**config.mk**
```make
export PLATFORM = sky130hd
export DESIGN_NAME = ddr2_wdata_tx
export DESIGN_NICKNAME = d
export VERILOG_FILES = /design/src/rtl/ddr2_wdata_tx.sv
export SDC_FILE = /design/constraint.sdc
export NUM_CORES = 1
export LEC_CHECK = 0
export ABC_AREA = 1
export BUFFER_PORTS_ARGS = -buffer_cell sky130_fd_sc_hd__buf_2
export CORE_ASPECT_RATIO = 0.75
export CORE_MARGIN = 2
export CORE_UTILIZATION = 47
export CTS_BUF_LIST = sky130_fd_sc_hd__clkbuf_8
export CTS_CLUSTER_SIZE = 8
export DETAILED_ROUTE_END_ITERATION = 8
export GPL_TIMING_DRIVEN = 0
export PLACE_DENSITY_LB_ADDON = 0.15
export SLEW_MARGIN = 25
export SYNTH_ARGS = -nofsm -noshare
export SYNTH_HDL_FRONTEND = slang
export SYNTH_SLANG_ARGS = --single-unit
export TNS_END_PERCENT = 10
```
**constraint.sdc**
```tcl
create_clock -name i_clk -period 1.9 [get_ports i_clk]
set_clock_uncertainty 0.15 [all_clocks]
set_input_delay 0.38 -clock i_clk [delete_from_list [all_inputs] [get_ports i_clk]]
set_output_delay 0.38 -clock i_clk [all_outputs]
set_load 0.01 [all_outputs]
```
**src/rtl/ddr2_wdata_tx.sv**
```systemverilog
// DDR2 write-data transmitter: drives one preamble/burst/postamble sequence on dq/dqs/dm
// per accepted write command, fetching one word per beat from the write-data FIFO.
module ddr2_wdata_tx #(
  parameter int unsigned DATA_W    = 16,
  parameter int unsigned BURST_LEN = 8,
  parameter int unsigned WL_W      = 4
) (
  input  logic                i_clk,
  input  logic                i_reset,
  input  logic                i_cmd_valid,
  output logic                o_cmd_ready,
  input  logic [WL_W-1:0]     i_cmd_wl,
  input  logic [DATA_W-1:0]   i_wdata,
  input  logic [DATA_W/8-1:0] i_wmask,
  input  logic                i_wdata_valid,
  output logic                o_wdata_ready,
  output logic [DATA_W-1:0]   o_dq,
  output logic [DATA_W/8-1:0] o_dm,
  output logic                o_dq_oe,
  output logic                o_dqs,
  output logic                o_dqs_oe,
  output logic                o_done,
  output logic                o_underrun
);

  localparam int unsigned BeatW = $clog2(BURST_LEN);
  localparam int unsigned MaskW = DATA_W / 8;
  localparam logic [BeatW-1:0] LastBeat = BeatW'(BURST_LEN - 1);

  typedef enum logic [2:0] {StIdle, StWait, StPre, StBurst, StPost} state_e;

  state_e             r_state, w_state_d;
  logic [BeatW-1:0]   r_beat, w_beat_d;
  logic [WL_W-1:0]    r_lat;
  logic [DATA_W-1:0]  r_dq;
  logic [MaskW-1:0]   r_dm;
  logic               r_dqs;
  logic               r_underrun;
  logic               w_accept;
  logic               w_dqs_d;

  assign w_accept = i_cmd_valid && (r_state == StIdle);

  // State register
  always_ff @(posedge i_clk or negedge i_reset) begin
    if (!i_reset) begin
      r_state <= StIdle;
    end else begin
      r_state <= w_state_d;
    end
  end

  // Next-state logic
  always_comb begin
    w_state_d = r_state;
    unique case (r_state)
      StIdle: begin
        if (w_accept) begin
          w_state_d = (i_cmd_wl == '0) ? StPre : StWait;
        end
      end
      StWait:  if (r_lat == WL_W'(1)) w_state_d = StPre;
      StPre:   w_state_d = StBurst;
      StBurst: if (r_beat == LastBeat) w_state_d = StPost;
      StPost:  w_state_d = StIdle;
      default: w_state_d = StIdle;
    endcase
  end

  // Output decode; cmd_ready is held low for as long as reset is asserted
  always_comb begin
    o_cmd_ready   = (r_state == StIdle) && i_reset;
    o_wdata_ready = (r_state == StPre) || ((r_state == StBurst) && (r_beat != LastBeat));
    o_dq_oe       = (r_state == StBurst);
    o_dqs_oe      = (r_state == StPre) || (r_state == StBurst) || (r_state == StPost);
    o_done        = (r_state == StPost);
  end

  assign w_beat_d = (r_state == StBurst) ? r_beat + 1'b1 : '0;
  // Strobe high on even beats so beat 0 starts on a rising edge
  assign w_dqs_d  = (w_state_d == StBurst) && !w_beat_d[0];

  always_ff @(posedge i_clk or negedge i_reset) begin
    if (!i_reset) begin
      r_beat     <= '0;
      r_lat      <= '0;
      r_dq       <= '0;
      r_dm       <= '0;
      r_dqs      <= 1'b0;
      r_underrun <= 1'b0;
    end else begin
      r_beat <= w_beat_d;
      r_dqs  <= w_dqs_d;
      if (w_accept) begin
        r_lat <= i_cmd_wl;
      end else if (r_state == StWait) begin
        r_lat <= r_lat - 1'b1;
      end
      // A fetch without valid data sends a fully masked zero beat
      if (o_wdata_ready) begin
        r_dq <= i_wdata_valid ? i_wdata : '0;
        r_dm <= i_wdata_valid ? i_wmask : '1;
      end else begin
        r_dq <= '0;
        r_dm <= '0;
      end
      if (w_accept) begin
        r_underrun <= 1'b0;
      end else if (o_wdata_ready && !i_wdata_valid) begin
        r_underrun <= 1'b1;
      end
    end
  end

  assign o_dq       = r_dq;
  assign o_dm       = r_dm;
  assign o_dqs      = r_dqs;
  assign o_underrun = r_underrun;

endmodule
```
==> flow_metrics.py, run 1 <==
metrics = {
    "clock_tree": {
        "cts_buffers": 5,
        "clk-insertion-delay-late_ns": 0.27,
        "h-tree-depth": 2,
        "cts_tree": "done",
        "clkSlewWorstSetupHoldPaths_ns": 0.06,
        "clock_path_buffers": 2,
        "clockRootBuffer": "clkbuf_8",
        "cts.sinks": 30,
    },
    "critical_path": {
        "cp-start-kind": "flop",
        "worstPathRequired_ns": 1.37,
        "critPathKind": "flop to primary output",
        "worst-path-buf-inv": 2,
        "critical-path-top-delay-family": "flip-flops",
        "critical_path.cell_chain": "ha_2, ha_2, nand2_4, nand2_4, inv_4, buf_2",
        "crit_slowest_cell": "dfrtp_1",
        "worst_ep_arrival_time_ns": 1.33,
        "slowest_delay_ns": 0.38,
        "end_kind": "primary output",
        "cp_max_fo": 4,
    },
    "sta": {
        "period_minus_slack_ns": 1.856,
        "fmax_mhz": 538.7,
        "rsz0062_at_grt": "true",
        "finalCritPeriodShare_pct": 97.71,
        "hold_viol_final": 0,
        "setup_viol": 0,
        "tns_ns": 0,
        "hold_slack_ns": 0.1723,
        "drv_slew": 0,
        "tightest_slew_ns": 0.2479,
        "maxSlewHeadroom_pct": 83.47,
    },
    "floorplan": {
        "die_w_microns": 63.64,
        "num_io_pins": 51,
        "die_h_microns": 48.73,
        "coreArea_sq_um": 2562,
        "initial_utilization_pct": 48.93,
        "rows": 16,
        "dieArea_sq_um": 3101,
    },
    "pwr": {
        "vdd_drop_max_v": 0.0007526,
        "p_per_area_nw_per_um2": 1341,
        "power.switching_uw": 822.0,
        "power.internal_uw": 1440,
        "p_seq_share_pct": 40.8,
        "power_leakage_uw": 0.0009469,
        "p_clk_share_pct": 21.4,
        "sw_frac_of_total_pct": 36.34,
        "comb_power_share_pct": 37.8,
    },
    "global_routing": {
        "overflow": 0,
        "grt_max_degree": 32,
        "grt_pass1_wl_microns": 4595,
        "grt_pass1_vias": 1097,
        "antenna_found_initial": 0,
        "grt_util_all_layers_pct": 19.43,
    },
    "layout": {
        "nFillCells": 234,
        "syn2layout_area_growth_pct": 34.53,
        "final_cell_mix": "buf_2 (50), nand2_1 (34), dfrtp_1 (30)",
        "multi_input_area_sq_um": 442.9,
        "mostFrequentLayoutCell": "buf_2",
        "drive_gt1_share_pct": 37.76,
        "regArea_sq_um": 750.7,
        "fin_nets": 227,
        "n_antenna_cell": 0,
    },
    "worst_hold_path": {
        "hp-class": "primary input to flop",
    },
    "route": {
        "wl_microns": 2538,
        "drt-vias-per-instance": 4.487,
        "ant_nets": 0,
        "wl_per_cell_microns": 10.94,
        "num_vias": 1041,
        "drc": 0,
        "drt_iter0_drc": 16,
        "drt_pass1_iterations": 4,
    },
    "synthesis": {
        "syn_area_sq_um": 1254,
        "syn_inst": 138,
        "yosysSeqAreaShare_pct": 59.88,
        "avgSynthCellArea_sq_um": 9.085,
        "synth_top_cell_by_area": "dfrtp_1",
        "synth_cell_type_count": 17,
        "ys_ff_latch": 30,
        "yosys-top-cells-area": "dfrtp_1 (60%), nand2_1 (11%), nor2_1 (8.7%), nand3_1 (4.8%), ha_1 (4.0%)",
        "synth_warnings": 0,
        "yosysTopAreaCellShare_pct": 59.88,
        "synth_nets": 168,
    },
    "placed_design": {
        "gp_routability_congestion": 0.8040,
        "io_buffers": 49,
        "dp_hpwl_microns": 1920,
    },
    "flow_run": {
        "maxCapViolCount": 0,
    },
    "status": {
        "status": "finished, final reports clean",
    },
}
-- through the flow --
| step | power [uW] | cells | util (%) | instance area (sq um) | worst slack (ns) |
|---|---|---|---|---|---|
| after floorplan | 1447 | 138 | - | 1254 | 0.3002 |
| after global placement | 1698 | 223 | 60.25 | 1544 | 0.04120 |
| after detailed placement | 1735 | 223 | 60.25 | 1544 | 0.01365 |
| after CTS | 2254 | 230 | 64.06 | 1642 | 0.002472 |
| after global routing | 2463 | 232 | 65.82 | 1687 | -0.02808 |
| final | 2262 | 232 | 65.82 | 1687 | 0.04357 |
-- logic make-up (layout without fill, tap and decap cells) --
kind of cell / Yosys count / after routing / synth area share (%)
AND/OR/NAND/NOR: 83 / 83 / 28.44
flip-flops: 30 / 30 / 59.88
buffers and inverters: 18 / 76 / 6.188
adder cells (fa/ha/maj): 4 / 4 / 3.992
AO/OA/AOI/OAI: 2 / 2 / 0.7976
XOR/XNOR: 1 / 1 / 0.6987
-- worst paths after layout --
kind | start | to | slack, ns | cells past startpoint
max | r_beat[0] | o_wdata_ready | 0.04 | 6
min | i_wmask[0] | o_dm[0] | 0.17 | 3
max reg2reg | r_beat[0] | o_dq[5] | 0.39 | 7
min reg2reg | r_beat[0] | r_beat[0] | 0.30 | 1
max in group asynchronous | i_reset | o_dq[3] | 0.93 | 3
min in group asynchronous | i_reset | o_dq[10] | 0.52 | 3
-- metal layers --
| metal | share of wire, % | global-route usage [%] | up-vias | wire length (microns) |
|---|---|---|---|---|
| li1 | - | - | 534 | - |
| met1 | 45 | 23.60 | 467 | 1140 |
| met2 | 46 | 31.23 | 35 | 1170 |
| met3 | 7.4 | 6.977 | 5 | 188 |
| met4 | 1.5 | 8.696 | 0 | 39 |
| met5 | 0 | 0 | - | 0 |
-- registers in the layout, indices dropped and copies added (netlist names) --
name and count:
r_lat 4, o_dqs 1, o_dm 2, o_underrun 1
r_state 3, o_dq 16, r_beat 3
-- Yosys cell counts --
master,n
nand3_1,12
buf_6,1
xor2_1,1
nand3_2,2
nor2_1,29
nand2_4,1
nand3b_1,1
buf_2,2
inv_2,2
inv_1,13
and3_2,1
dfrtp_1,30
or2_2,1
o21ai_0,1
nand2_1,36
ha_1,4
a21oi_1,1
-- final cells by class --
type                            count  share of cell area (%)
Sequential cell                    30                   44.51
Multi-Input combinational cell     90                   26.26
Tap cell                           36                   2.671
Inverter                           15                   3.487
Clock buffer                        6                   4.896
Timing Repair Buffer               52                   16.91
Buffer                              3                   1.261
-- tightest hold or removal path, delay by kind of cell --
| kind | cells | cell delay (ns) |
|---|---|---|
| buf+inv | 1 | 0.08 |
| simple gates | 2 | 0.10 |
-- power groups by stage --
stage | logic (uW) | clock network [uW] | registers (uW)
2_1_floorplan | 494 | 0 | 953
3_3_place_gp | 785 | 0 | 913
6_report | 855 | 484 | 922
3_5_place_dp | 814 | 0 | 921
4_1_cts | 848 | 492 | 913
5_1_grt | 989 | 525 | 949
-- repair_timing --
item                       in CTS  in global routing
pin swaps                       1                  0
gates resized for setup         4                  6
hold buffers                    0                  2
setup endpoints to repair       1                  4
hold endpoints to repair        0                 30
setup buffers                   1                  0
Note: power is estimated with default switching activity, not from simulation.
==> run 2, diff against run 1 <==
ABC_AREA = 0   (was 1)
SETUP_SLACK_MARGIN = 0.05   (was default)
==> run 2 against run 1 <==
Against the previous run:
- hold slack worse by 0.020 ns
- register-to-register slack worse by 0.27 ns
- synthesized cell count is 19% lower
- global-route usage is 1.7 points higher
- synthesized area is 1.6% higher
- fmax is 0.33% higher
- routed wire length is 13% higher
- count of clock-buffer cells in the layout is 1 lower
- power is 16% higher
- highest routed layer unchanged
==> flow_metrics.py, run 2 <==
metrics = {
    "route": {
        "wl_per_cell_microns": 13.13,
        "ant_nets": 0,
        "wl_microns": 2863,
        "drt_pass1_iterations": 4,
        "drt_iter0_drc": 68,
        "num_vias": 1056,
        "drt-vias-per-instance": 4.844,
        "drc": 0,
    },
    "pwr": {
        "p_seq_share_pct": 35.2,
        "sw_frac_of_total_pct": 33.07,
        "vdd_drop_max_v": 0.0009458,
        "p_clk_share_pct": 23.7,
        "power.internal_uw": 1749,
        "power.switching_uw": 864.2,
        "power_leakage_uw": 0.0009847,
        "p_per_area_nw_per_um2": 1403,
        "comb_power_share_pct": 41.1,
    },
    "synthesis": {
        "async_flop_share_pct": 100.0,
        "syn_inst": 112,
        "synth_edf_count": 0,
        "syn_area_sq_um": 1274,
        "yosys-top-cells-count": "dfrtp_1 (30), and2_1 (17), inv_1 (7), nand2_1 (7)",
        "yosys-top-cells-area": "dfrtp_1 (59%), and2_1 (8.3%), ha_1 (3.9%), inv_1 (2.1%), nand2_1 (2.1%)",
        "yosysSeqAreaShare_pct": 58.94,
        "yosysMostFrequentCell": "dfrtp_1",
        "avgSynthCellArea_sq_um": 11.37,
        "yosysTopAreaCellShare_pct": 58.94,
        "synth_warnings": 0,
        "synth_cell_type_count": 35,
        "ys_ff_latch": 30,
        "synthFlopType": "dfrtp_1",
        "synth_nets": 142,
        "synth_top_cell_by_area": "dfrtp_1",
    },
    "layout": {
        "fin_nets": 211,
        "n_antenna_cell": 0,
        "fin_area_sq_um": 1863,
        "nFillCells": 208,
        "final_cell_mix": "buf_2 (48), dfrtp_1 (28), and2_1 (17)",
        "mostFrequentLayoutCell": "buf_2",
        "drive_gt1_share_pct": 48.90,
        "largest_reg_flops": 16,
        "syn2layout_area_growth_pct": 46.27,
    },
    "sta": {
        "rsz0062_at_grt": "true",
        "tns_ns": 0,
        "setup_viol": 0,
        "fin_ws_ns": 0.04976,
        "hold_viol_final": 0,
        "fmax_mhz": 540.5,
        "tightest_slew_ns": 0.5095,
        "period_minus_slack_ns": 1.850,
        "hold_slack_ns": 0.1527,
        "maxSlewHeadroom_pct": 65.94,
        "drv_slew": 0,
        "finalCritPeriodShare_pct": 97.38,
    },
    "global_routing": {
        "overflow": 0,
        "grt_pass1_vias": 1069,
        "grt_util_all_layers_pct": 21.16,
        "grt_max_degree": 31,
        "grt_pass1_wl_microns": 5043,
        "antenna_found_initial": 0,
    },
    "critical_path": {
        "reg2reg_from": "r_beat[0]",
        "slowest_delay_ns": 0.42,
        "critical-path-top-delay-family": "simple AND/OR/NAND/NOR gates",
        "worst_ep_arrival_time_ns": 1.32,
        "crit_slowest_cell": "dfrtp_2",
        "critPathKind": "flop to primary output",
        "worstPathRequired_ns": 1.37,
        "cp_max_fo": 4,
        "crit_start": "r_state[1]",
        "cp-start-kind": "flop",
        "critical_path.cell_chain": "and2b_4, or2_2, buf_2",
        "worst-path-buf-inv": 1,
        "end_kind": "primary output",
    },
    "floorplan": {
        "die_w_microns": 64.11,
        "coreArea_sq_um": 2603,
        "num_io_pins": 51,
        "die_h_microns": 49.09,
        "dieArea_sq_um": 3147,
        "rows": 16,
        "initial_utilization_pct": 48.94,
    },
    "status": {
        "status": "finished, final reports clean",
    },
    "clock_tree": {
        "cts_buffers": 5,
        "h-tree-depth": 2,
        "clk-insertion-delay-late_ns": 0.28,
        "clockRootBuffer": "clkbuf_8",
        "clock_path_buffers": 2,
        "cts_tree": "done",
        "clkSlewWorstSetupHoldPaths_ns": 0.07,
        "cts.sinks": 30,
    },
    "placed_design": {
        "io_buffers": 50,
        "placed_cell_area_sq_um": 1569,
        "dp_slack_ns": 0.02463,
        "dp_hpwl_microns": 1981,
        "gp_routability_congestion": 0.8977,
    },
    "worst_hold_path": {
        "min_from": "i_wdata[13]",
        "hp-class": "primary input to flop",
    },
    "flow_run": {
        "maxCapViolCount": 0,
    },
}
==> run 2: changes by cell type in the layout (fill, tap and decap cells not counted), moves of 3 or more <==
| cell | previous run | this run |
|---|---|---|
| nand2_1 | 34 | 5 |
| nor2_1 | 28 | 4 |
| and2_1 | 0 | 17 |
| buf_4 | 1 | 13 |
| nand3_1 | 12 | 3 |
| inv_1 | 11 | 6 |
| a21oi_1 | 1 | 4 |
| and3_1 | 0 | 3 |
==> run 2: layout make-up <==
cell class,instances,area (sq um),area share (%)
Timing Repair Buffer,63,384.1,20.62
Clock inverter,3,40.04,2.149
Multi-Input combinational cell,71,516.7,27.74
Sequential cell,30,753.2,40.43
Inverter,7,26.28,1.410
Tap cell,36,45.04,2.418
Clock buffer,5,68.82,3.694
Buffer,3,28.78,1.545
==> run 2: final timing paths <==
path	to	cells past startpoint	slack, ns
setup / recovery	o_dqs_oe	3	0.05
hold / removal	o_dq[13]	2	0.15
setup reg to reg	o_dq[6]	8	0.12
hold reg to reg	o_underrun	2	0.37
max in group asynchronous	r_state[1]	3	0.93
min in group asynchronous	o_underrun	3	0.49
==> run 2: routing by layer <==
layer / vias to the layer above / wire length [microns] / global-route usage [%]
met5: - / 0 / 0
met4: 0 / 20 / 5.674
met3: 4 / 188 / 7.390
met2: 38 / 1388 / 33.33
met1: 502 / 1265 / 28.01
li1: 512 / - / -
==> run 2: power by group through the flow <==
stage	combinational [uW]	clock (uW)	sequential (uW)
floorplan	503	0	963
global placement	801	0	927
detailed placement	831	0	933
CTS	1070	636	920
global route	1200	663	942
finish	1070	620	921
==> run 2: repair_timing <==
action | 4_1_cts | 5_1_grt
setup endpoints to repair | 4 | 3
hold buffers | 2 | 0
endpoints found under the hold margin | 30 | 0
pin swaps | 5 | 4
setup buffers | 8 | 3
gates resized for setup | 20 | 0
==> run 2: cell families (layout without fill, tap and decap cells) <==
group,Yosys count,after routing,share of synthesized area (%)
AND/OR/NAND/NOR,53,53,25.54
adder cells (fa/ha/maj),4,4,3.929
buffers and inverters,11,81,3.635
flip-flops,30,30,58.94
AO/OA/AOI/OAI,14,14,7.957
==> run 2: stage by stage <==
step | total power, uW | instances | util (%)
floorplan | 1466 | 112 | -
global placement | 1728 | 198 | 60.29
detailed placement | 1765 | 198 | 60.29
CTS | 2627 | 216 | 71.01
global route | 2802 | 218 | 71.59
finish | 2613 | 218 | 71.59
==> run 3, diff against run 2 <==
PLACE_DENSITY = 0.81   (was default)
PLACE_DENSITY_LB_ADDON = default   (was 0.15)
==> run 3 against run 2 <==
Against the previous run:
- sequential share of layout area rose by 0.11 points
- count of clock-buffer cells in the layout did not move
- clock power fell by 24%
- die area did not move
- critical path type unchanged
- highest routed layer unchanged
==> flow_metrics.py, run 3 (synthesis results as in run 2) <==
metrics = {
    "status": {
        "status": "finished, final reports clean",
    },
    "global_routing": {
        "grt_pass1_wl_microns": 4974,
        "grt_pass1_vias": 1110,
        "antenna_found_initial": 0,
        "overflow": 0,
        "grt_max_degree": 31,
        "grt_util_all_layers_pct": 21.08,
    },
    "floorplan": {
        "die_h_microns": 49.09,
        "num_io_pins": 51,
        "dieArea_sq_um": 3147,
        "coreArea_sq_um": 2603,
        "die_w_microns": 64.11,
        "rows": 16,
        "initial_utilization_pct": 48.94,
    },
    "pwr": {
        "power_leakage_uw": 0.0009776,
        "p_per_area_nw_per_um2": 1366,
        "vdd_drop_max_v": 0.0009000,
    },
    "clock_tree": {
        "h-tree-depth": 2,
        "cts.sinks": 30,
        "clockRootBuffer": "clkbuf_8",
        "cts_tree": "done",
        "clkSlewWorstSetupHoldPaths_ns": 0.06,
        "clk-insertion-delay-late_ns": 0.28,
        "cts_buffers": 5,
        "clock_path_buffers": 2,
    },
    "sta": {
        "setup_viol": 0,
        "hold_viol_final": 0,
        "fmax_mhz": 544.1,
        "rsz0062_at_grt": "true",
        "finalCritPeriodShare_pct": 96.74,
        "tns_ns": 0,
        "tightest_slew_ns": 0.5647,
        "period_minus_slack_ns": 1.838,
        "maxSlewHeadroom_pct": 62.25,
        "drv_slew": 0,
    },
    "critical_path": {
        "cp-start-kind": "flop",
        "worstPathRequired_ns": 1.37,
        "worst_ep_arrival_time_ns": 1.31,
        "critPathKind": "flop to primary output",
        "cp_max_fo": 3,
        "end_kind": "primary output",
        "r2r_cells": 8,
    },
    "placed_design": {
        "io_buffers": 50,
        "placed_cell_area_sq_um": 1569,
        "gp_routability_congestion": 0.9098,
        "dp_hpwl_microns": 1907,
    },
    "route": {
        "ant_nets": 0,
        "drt_iter0_drc": 37,
        "wl_per_cell_microns": 14.03,
        "num_vias": 1082,
        "drt_pass1_iterations": 4,
        "wl_microns": 3044,
        "drc": 0,
        "drt-vias-per-instance": 4.986,
    },
    "layout": {
        "fin_area_sq_um": 1858,
        "nFillCells": 179,
        "mostFrequentLayoutCell": "buf_2",
        "drive_gt1_share_pct": 49.17,
        "final_cell_mix": "buf_2 (47), dfrtp_1 (28), and2_1 (16)",
        "largest_reg_flops": 16,
        "fin_nets": 211,
        "n_antenna_cell": 0,
        "syn2layout_area_growth_pct": 45.87,
    },
    "worst_hold_path": {
        "hold_path_depth": 2,
        "hp-class": "primary input to flop",
    },
    "flow_run": {
        "maxCapViolCount": 0,
    },
}
run 3: changes by cell type in the layout (fill, tap and decap cells not counted), sizes merged:
cell    delta
bufinv     -1
run 3: area by class of cell:
type	count	area (sq um)	share of cell area, %
multi-input combinational	71	531.8	28.62
timing repair buffer	63	390.4	21.01
clock buffer	5	68.82	3.704
sequential	30	753.2	40.54
inverter	7	26.28	1.414
buffer	3	32.53	1.751
clock inverter	2	10.01	0.5387
tap	36	45.04	2.424
run 3: worst paths after layout:
| path | startpoint | end | slack [ns] |
|---|---|---|---|
| hold / removal | i_wdata[4] | o_dq[4] | 0.16 |
| min in group asynchronous | i_reset | o_dq[15] | 0.49 |
| setup reg to reg | r_beat[0] | o_dq[10] | 0.09 |
| hold reg to reg | o_underrun | o_underrun | 0.39 |
| max in group asynchronous | i_reset | r_state[2] | 0.93 |
| setup / recovery | r_beat[0] | o_wdata_ready | 0.06 |
run 3: worst max-delay path: stages, from the launching register on:
cell,delay (ns)
dfrtp_1,0.43
ha_4,0.19
ha_4,0.16
nand2_4,0.07
nand2_4,0.05
inv_2,0.05
buf_6,0.09
run 3: power by group:
part	internal (uW)	switching, uW	leakage, uW
Clock	245	224	0.0000438
Combinational	591	541	0.000554
Sequential	819	118	0.000380
Total	1660	882	0.000978
run 3: routing by layer:
layer | share of wire (%) | GRT usage, % | vias up
met1 | 39 | 24.92 | 514
met3 | 8.0 | 6.467 | 6
met4 | 1.3 | 7.092 | 0
li1 | - | - | 515
met5 | 0 | 0 | -
met2 | 52 | 36.63 | 47
run 3: timing repair:
| item | 4_1_cts | 5_1_grt |
|---|---|---|
| pin swaps | 5 | 3 |
| setup buffers | 8 | 3 |
| hold buffers | 2 | 0 |
| endpoints found under the hold margin | 30 | 0 |
| endpoints found under the setup margin | 4 | 4 |
| resized for setup | 18 | 7 |
run 3: per-stage QoR:
stage | instances | power, uW | utilization (%) | setup WS, ns | hold slack (ns)
after floorplan | 112 | 1466 | - | 0.2614 | -0.06559
after global placement | 198 | 1719 | 60.29 | 0.05324 | 0.2871
after detailed placement | 198 | 1763 | 60.29 | 0.03759 | 0.2981
after CTS | 215 | 2388 | 69.13 | 0.04182 | 0.1521
after global routing | 217 | 2695 | 71.39 | 0.02317 | 0.1552
final | 217 | 2538 | 71.39 | 0.06198 | 0.1559
